File: config.mk
export PLATFORM = sky130hd
export DESIGN_NAME = lieat_exu_wbck_flat
export DESIGN_NICKNAME = d
export VERILOG_FILES = /design/src/rtl/lieat_exu_wbck_if.sv /design/src/rtl/lieat_exu_wbck.sv /design/src/flat_wrapper.sv
export SDC_FILE = /design/constraint.sdc
export NUM_CORES = 1
export LEC_CHECK = 0
export BUFFER_PORTS_ARGS = -buffer_cell sky130_fd_sc_hd__buf_4
export CORE_UTILIZATION = 49
export CTS_CLUSTER_SIZE = 28
export DETAILED_ROUTE_END_ITERATION = 12
export HOLD_SLACK_MARGIN = 0.02
export PLACE_DENSITY_LB_ADDON = 0.1
export SETUP_SLACK_MARGIN = 0.5
export SLEW_MARGIN = 20
export SYNTH_ARGS = -nofsm -noshare
export SYNTH_HDL_FRONTEND = slang
export SYNTH_SLANG_ARGS = --single-unit
File: constraint.sdc
create_clock -name clock -period 5 [get_ports clock]
set_input_delay 0.5 -clock clock [delete_from_list [all_inputs] [get_ports clock]]
set_output_delay 0.5 -clock clock [all_outputs]
set_load 0.05 [all_outputs]
File: src/rtl/lieat_exu_wbck_if.sv
// rtl/lieat_exu_wbck_if.sv - ALU/muldiv result inputs, commit handshake and register-file write port
interface lieat_exu_wbck_if #(
  parameter int XLEN    = 32,
  parameter int REG_IDX = 5
) ();
  logic               alu_i_valid;
  logic               alu_i_ready;
  logic [XLEN-1:0]    alu_i_pc;
  logic               alu_i_wen;
  logic [REG_IDX-1:0] alu_i_rd;
  logic [XLEN-1:0]    alu_i_data;

  logic               muldiv_i_valid;
  logic               muldiv_i_ready;
  logic [XLEN-1:0]    muldiv_i_pc;
  logic               muldiv_i_wen;
  logic [REG_IDX-1:0] muldiv_i_rd;
  logic [XLEN-1:0]    muldiv_i_data;
  logic               muldiv_i_flush;

  logic               wbck_o_valid;
  logic               wbck_o_ready;
  logic [XLEN-1:0]    wbck_o_pc;

  logic               rf_wen;
  logic [REG_IDX-1:0] rf_waddr;
  logic [XLEN-1:0]    rf_wdata;

  modport slave (
    input  alu_i_valid, alu_i_pc, alu_i_wen, alu_i_rd, alu_i_data,
    output alu_i_ready,
    input  muldiv_i_valid, muldiv_i_pc, muldiv_i_wen, muldiv_i_rd, muldiv_i_data, muldiv_i_flush,
    output muldiv_i_ready,
    output wbck_o_valid, wbck_o_pc,
    input  wbck_o_ready,
    output rf_wen, rf_waddr, rf_wdata
  );

  modport master (
    output alu_i_valid, alu_i_pc, alu_i_wen, alu_i_rd, alu_i_data,
    input  alu_i_ready,
    output muldiv_i_valid, muldiv_i_pc, muldiv_i_wen, muldiv_i_rd, muldiv_i_data, muldiv_i_flush,
    input  muldiv_i_ready,
    input  wbck_o_valid, wbck_o_pc,
    output wbck_o_ready,
    input  rf_wen, rf_waddr, rf_wdata
  );
endinterface

File: src/rtl/lieat_exu_wbck.sv
// rtl/lieat_exu_wbck.sv - writeback arbiter between muldiv and ALU into one registered commit slot
module lieat_exu_wbck #(
  parameter int XLEN       = 32,
  parameter int REG_IDX    = 5,
  parameter int STARVE_MAX = 4
) (
  input  logic            clock,
  input  logic            reset,
  lieat_exu_wbck_if.slave bus
);
  localparam logic [3:0] STARVE_LIM = 4'(STARVE_MAX);

  logic               slot_valid;
  logic [XLEN-1:0]    slot_pc;
  logic               slot_wen;
  logic [REG_IDX-1:0] slot_rd;
  logic [XLEN-1:0]    slot_data;
  logic [3:0]         starve_cnt;

  logic slot_ready;
  logic muldiv_live;
  logic muldiv_drop;
  logic force_alu;
  logic grant_alu;
  logic grant_muldiv;
  logic load;

  // Flushed muldiv results are swallowed here and never compete for the slot.
  assign muldiv_drop  = bus.muldiv_i_valid & bus.muldiv_i_flush;
  assign muldiv_live  = bus.muldiv_i_valid & ~bus.muldiv_i_flush;
  assign slot_ready   = ~slot_valid | bus.wbck_o_ready;
  assign force_alu    = (starve_cnt == STARVE_LIM);
  assign grant_muldiv = slot_ready & muldiv_live & ~(bus.alu_i_valid & force_alu);
  assign grant_alu    = slot_ready & bus.alu_i_valid & (~muldiv_live | force_alu);
  assign load         = grant_alu | grant_muldiv;

  assign bus.alu_i_ready    = grant_alu;
  assign bus.muldiv_i_ready = grant_muldiv | muldiv_drop;

  always_ff @(posedge clock or negedge reset) begin
    if (!reset) begin
      slot_valid <= 1'b0;
      slot_pc    <= '0;
      slot_wen   <= 1'b0;
      slot_rd    <= '0;
      slot_data  <= '0;
    end else if (load) begin
      slot_valid <= 1'b1;
      slot_pc    <= grant_alu ? bus.alu_i_pc   : bus.muldiv_i_pc;
      slot_wen   <= grant_alu ? bus.alu_i_wen  : bus.muldiv_i_wen;
      slot_rd    <= grant_alu ? bus.alu_i_rd   : bus.muldiv_i_rd;
      slot_data  <= grant_alu ? bus.alu_i_data : bus.muldiv_i_data;
    end else if (slot_valid & bus.wbck_o_ready) begin
      slot_valid <= 1'b0;
    end
  end

  // Counts consecutive ALU losses; saturates so the forced grant stays armed.
  always_ff @(posedge clock or negedge reset) begin
    if (!reset) begin
      starve_cnt <= '0;
    end else if (grant_alu) begin
      starve_cnt <= '0;
    end else if (bus.alu_i_valid & grant_muldiv & (starve_cnt != STARVE_LIM)) begin
      starve_cnt <= starve_cnt + 4'd1;
    end
  end

  assign bus.wbck_o_valid = slot_valid;
  assign bus.wbck_o_pc    = slot_valid ? slot_pc   : '0;
  assign bus.rf_waddr     = slot_valid ? slot_rd   : '0;
  assign bus.rf_wdata     = slot_valid ? slot_data : '0;
  assign bus.rf_wen       = slot_valid & bus.wbck_o_ready & slot_wen & (slot_rd != '0);
endmodule

File: src/flat_wrapper.sv
// flat-port wrapper written by rule: the top's interface ports become plain ports
module lieat_exu_wbck_flat 
#(
  parameter int XLEN       = 32,
  parameter int REG_IDX    = 5,
  parameter int STARVE_MAX = 4
)
  (clock, reset, bus_alu_i_valid, bus_alu_i_pc, bus_alu_i_wen, bus_alu_i_rd, bus_alu_i_data, bus_alu_i_ready, bus_muldiv_i_valid, bus_muldiv_i_pc, bus_muldiv_i_wen, bus_muldiv_i_rd, bus_muldiv_i_data, bus_muldiv_i_flush, bus_muldiv_i_ready, bus_wbck_o_valid, bus_wbck_o_pc, bus_wbck_o_ready, bus_rf_wen, bus_rf_waddr, bus_rf_wdata);
  lieat_exu_wbck_if #(.XLEN(XLEN), .REG_IDX(REG_IDX)) bus_i ();
  input  logic clock;
  input  logic reset;
  input wire logic [$bits(bus_i.alu_i_valid)-1:0] bus_alu_i_valid;
  input wire logic [$bits(bus_i.alu_i_pc)-1:0] bus_alu_i_pc;
  input wire logic [$bits(bus_i.alu_i_wen)-1:0] bus_alu_i_wen;
  input wire logic [$bits(bus_i.alu_i_rd)-1:0] bus_alu_i_rd;
  input wire logic [$bits(bus_i.alu_i_data)-1:0] bus_alu_i_data;
  output wire logic [$bits(bus_i.alu_i_ready)-1:0] bus_alu_i_ready;
  input wire logic [$bits(bus_i.muldiv_i_valid)-1:0] bus_muldiv_i_valid;
  input wire logic [$bits(bus_i.muldiv_i_pc)-1:0] bus_muldiv_i_pc;
  input wire logic [$bits(bus_i.muldiv_i_wen)-1:0] bus_muldiv_i_wen;
  input wire logic [$bits(bus_i.muldiv_i_rd)-1:0] bus_muldiv_i_rd;
  input wire logic [$bits(bus_i.muldiv_i_data)-1:0] bus_muldiv_i_data;
  input wire logic [$bits(bus_i.muldiv_i_flush)-1:0] bus_muldiv_i_flush;
  output wire logic [$bits(bus_i.muldiv_i_ready)-1:0] bus_muldiv_i_ready;
  output wire logic [$bits(bus_i.wbck_o_valid)-1:0] bus_wbck_o_valid;
  output wire logic [$bits(bus_i.wbck_o_pc)-1:0] bus_wbck_o_pc;
  input wire logic [$bits(bus_i.wbck_o_ready)-1:0] bus_wbck_o_ready;
  output wire logic [$bits(bus_i.rf_wen)-1:0] bus_rf_wen;
  output wire logic [$bits(bus_i.rf_waddr)-1:0] bus_rf_waddr;
  output wire logic [$bits(bus_i.rf_wdata)-1:0] bus_rf_wdata;
  assign bus_i.alu_i_valid = bus_alu_i_valid;
  assign bus_i.alu_i_pc = bus_alu_i_pc;
  assign bus_i.alu_i_wen = bus_alu_i_wen;
  assign bus_i.alu_i_rd = bus_alu_i_rd;
  assign bus_i.alu_i_data = bus_alu_i_data;
  assign bus_alu_i_ready = bus_i.alu_i_ready;
  assign bus_i.muldiv_i_valid = bus_muldiv_i_valid;
  assign bus_i.muldiv_i_pc = bus_muldiv_i_pc;
  assign bus_i.muldiv_i_wen = bus_muldiv_i_wen;
  assign bus_i.muldiv_i_rd = bus_muldiv_i_rd;
  assign bus_i.muldiv_i_data = bus_muldiv_i_data;
  assign bus_i.muldiv_i_flush = bus_muldiv_i_flush;
  assign bus_muldiv_i_ready = bus_i.muldiv_i_ready;
  assign bus_wbck_o_valid = bus_i.wbck_o_valid;
  assign bus_wbck_o_pc = bus_i.wbck_o_pc;
  assign bus_i.wbck_o_ready = bus_wbck_o_ready;
  assign bus_rf_wen = bus_i.rf_wen;
  assign bus_rf_waddr = bus_i.rf_waddr;
  assign bus_rf_wdata = bus_i.rf_wdata;
  lieat_exu_wbck #(.XLEN(XLEN), .REG_IDX(REG_IDX), .STARVE_MAX(STARVE_MAX)) u_core (.clock(clock), .reset(reset), .bus(bus_i));
endmodule
==> impl_metrics.env <==
export IMPL_setup_viol=0
export IMPL_hp_class="in2async"
export IMPL_path_clk_slew_ns=0.08
export IMPL_tns_ns=0
export IMPL_avgSynthCellArea_um2=11.2
export IMPL_required_ns=4.50
export IMPL_post_route_period_util_pct=58.3
export IMPL_cts_setup_buffers=0
export IMPL_drv_slew=0
export IMPL_rows=33
export IMPL_die_h_um=93.6
export IMPL_clock_sinks=75
export IMPL_synth_cell_types=29
export IMPL_ys_ff_latch=75
export IMPL_netlist_area_um2=4110
export IMPL_worstMarginPinSlew_ns=1.05
export IMPL_crit_type="reg2out"
export IMPL_dieWidth_um=93.6
export IMPL_final_util_pct=72.4
export IMPL_final_hold_violation_count=0
export IMPL_wl_per_cell_um=19.0
export IMPL_die_area_um2=8760
export IMPL_fin_area_um2=5920
export IMPL_grt_max_degree=76
export IMPL_numCtsBuffers=9
export IMPL_layout_drive_gt1_share_pct=55.9
export IMPL_rsz0062_at_grt="no"
export IMPL_routabilityCongestion=0.822
export IMPL_critPathLaunchType="flop"
export IMPL_clock_latency_ns=0.35
export IMPL_syn_nets=515
export IMPL_core_um2=8180
export IMPL_ctsHoldBuffers=0
export IMPL_initial_utilization_pct=50.3
export IMPL_dpl_instance_area_um2=5690
export IMPL_diodes=0
export IMPL_antenna_found_initial=0
export IMPL_vias=3945
export IMPL_r2r_slack_ns=2.33
export IMPL_drt_initial_drc_count=247
export IMPL_pin_count=219
export IMPL_synth_warnings=0
export IMPL_antenna_left=0
export IMPL_dp_hpwl_um=8240
export IMPL_peakVddDrop_mv=0.204
export IMPL_drc_errors=0
export IMPL_area_growth_pct=44.0
export IMPL_mostFrequentLayoutCells="buf_4 (223), dfrtp_1 (74), or4_1 (70), o221a_2 (70), and2_1 (69)"
export IMPL_vias_per_cell=5.93
export IMPL_fin_nets=703
export IMPL_relSlewSlack_pct=29.7
export IMPL_maxCapViolations=0
export IMPL_ctsResizeCount=0
export IMPL_path_max_fanout=73
export IMPL_cp_arrival_ns=2.42
export IMPL_drtPass1Iterations=4
export IMPL_portBuffers=218
export IMPL_leakagePower_nw=2.58
export IMPL_grt_pass1_vias=3898
export IMPL_skew_ns=0.00920
export IMPL_fin_crit_ns=2.92
export IMPL_power_per_cell_area_nw_per_um2=364
export IMPL_grt_use_total_pct=28.7
export IMPL_root_buffer="clkbuf_8"
export IMPL_syn_instance_count=367
export IMPL_cts_tree="built"
export IMPL_wl_um=12600
export IMPL_grt_overflow_total=0
export IMPL_grt_first_pass_wirelength_um=19400
export IMPL_fmax_mhz=343
export IMPL_critPathCaptureType="output port"
export IMPL_h_tree_depth=3
export IMPL_ys_seq_area_share_pct=45.6
export IMPL_final_common_cell="buf_4"
export IMPL_clock_path_buffers=2
export IMPL_status="finished clean"
[metrics by stage]
| step | setup slack, ns | instances | total power [mW] | hold slack (ns) |
|---|---|---|---|---|
| 2_1_floorplan | 2.64 | 367 | 1.33 | 0.204 |
| 3_3_place_gp | 2.27 | 649 | 1.61 | 0.526 |
| 3_5_place_dp | 2.21 | 649 | 1.63 | 0.531 |
| 4_1_cts | 2.05 | 665 | 2.17 | 0.326 |
| 5_1_grt | 1.89 | 665 | 2.24 | 0.365 |
| 6_report | 2.08 | 665 | 2.16 | 0.304 |
[synth_stat cells]
| master | count | share of area [%] |
|---|---|---|
| and4b_1 | 1 | 0.24 |
| dfrtp_1 | 75 | 46 |
| o21ai_0 | 4 | 0.49 |
| nor2b_1 | 1 | 0.15 |
| nand2b_1 | 4 | 0.61 |
| nand2_1 | 1 | 0.091 |
| o211ai_2 | 1 | 0.30 |
| nand4_1 | 1 | 0.15 |
| a21oi_1 | 1 | 0.12 |
| and3b_1 | 1 | 0.21 |
| o22ai_1 | 1 | 0.15 |
| ha_1 | 2 | 0.61 |
| o21a_1 | 1 | 0.18 |
| inv_1 | 5 | 0.46 |
| clkbuf_1 | 23 | 2.1 |
| o221a_2 | 70 | 19 |
| a311oi_1 | 1 | 0.21 |
| nor2b_4 | 1 | 0.33 |
| buf_2 | 16 | 1.9 |
| or4_1 | 70 | 13 |
| o2bb2ai_1 | 1 | 0.21 |
| o311ai_0 | 1 | 0.21 |
| nor3_1 | 1 | 0.12 |
| nand3_1 | 4 | 0.49 |
| nor2_1 | 2 | 0.18 |
| a21oi_2 | 1 | 0.21 |
| buf_6 | 7 | 1.9 |
| nand3b_1 | 1 | 0.18 |
| and2_1 | 69 | 10 |
[state kept, by name (all words and copies together) (netlist names)]
register / flops
u_core.bus.wbck_o_valid: 1
u_core.slot_data: 32
u_core.slot_pc: 32
u_core.slot_rd: 5
u_core.slot_wen: 1
u_core.starve_cnt: 4
[area by class of cell]
cell class                      instances  area (um2)
Clock buffer                           13         159
Clock inverter                          3        68.8
Fill cell                             609        2250
Inverter                                5        18.8
Multi-Input combinational cell        241        1990
Sequential cell                        75        1880
Tap cell                              105         131
Timing Repair Buffer                  223        1670
[power breakdown]
part	internal (mW)	switching [mW]	total, mW
combinational	0.339	0.518	0.857
clock	0.311	0.232	0.543
sequential	0.698	0.0605	0.758
total	1.35	0.810	2.16
[logic make-up after synthesis]
kind of cell | Yosys count | share of synthesized area, %
adders and majority gates | 2 | 0.609
DFF | 75 | 45.6
buffers and inverters | 51 | 6.42
AOI/OAI and AO/OA | 82 | 21.3
and+or+nand+nor | 157 | 26.0
[worst max-delay path: stages (launching register included)]
cell,delay [ns]
dfrtp_2,1.05
nor2b_4,0.52
nor2_1,0.09
o21a_1,0.20
buf_4,0.18
[metal layers]
layer  track usage, %  up-vias  share of wire (%)
li1                 -     1835                  -
met1             36.5     1918                 41
met2             48.5      170                 50
met3             5.12       22                6.3
met4             11.5        0                2.3
met5                0        -                  0
[final timing paths]
check | end | start | cells past startpoint
max in group asynchronous | u_core.bus.wbck_o_valid | reset | 1
min in group clock | u_core.slot_pc[24] | bus_alu_i_pc[24] | 2
max reg2reg | u_core.slot_data[20] | u_core.bus.wbck_o_valid | 4
max | bus_muldiv_i_ready | u_core.bus.wbck_o_valid | 4
min reg2reg | u_core.slot_pc[20] | u_core.slot_pc[20] | 1
min | u_core.slot_pc[1] | reset | 1
Power figures use the tool's default switching activity.
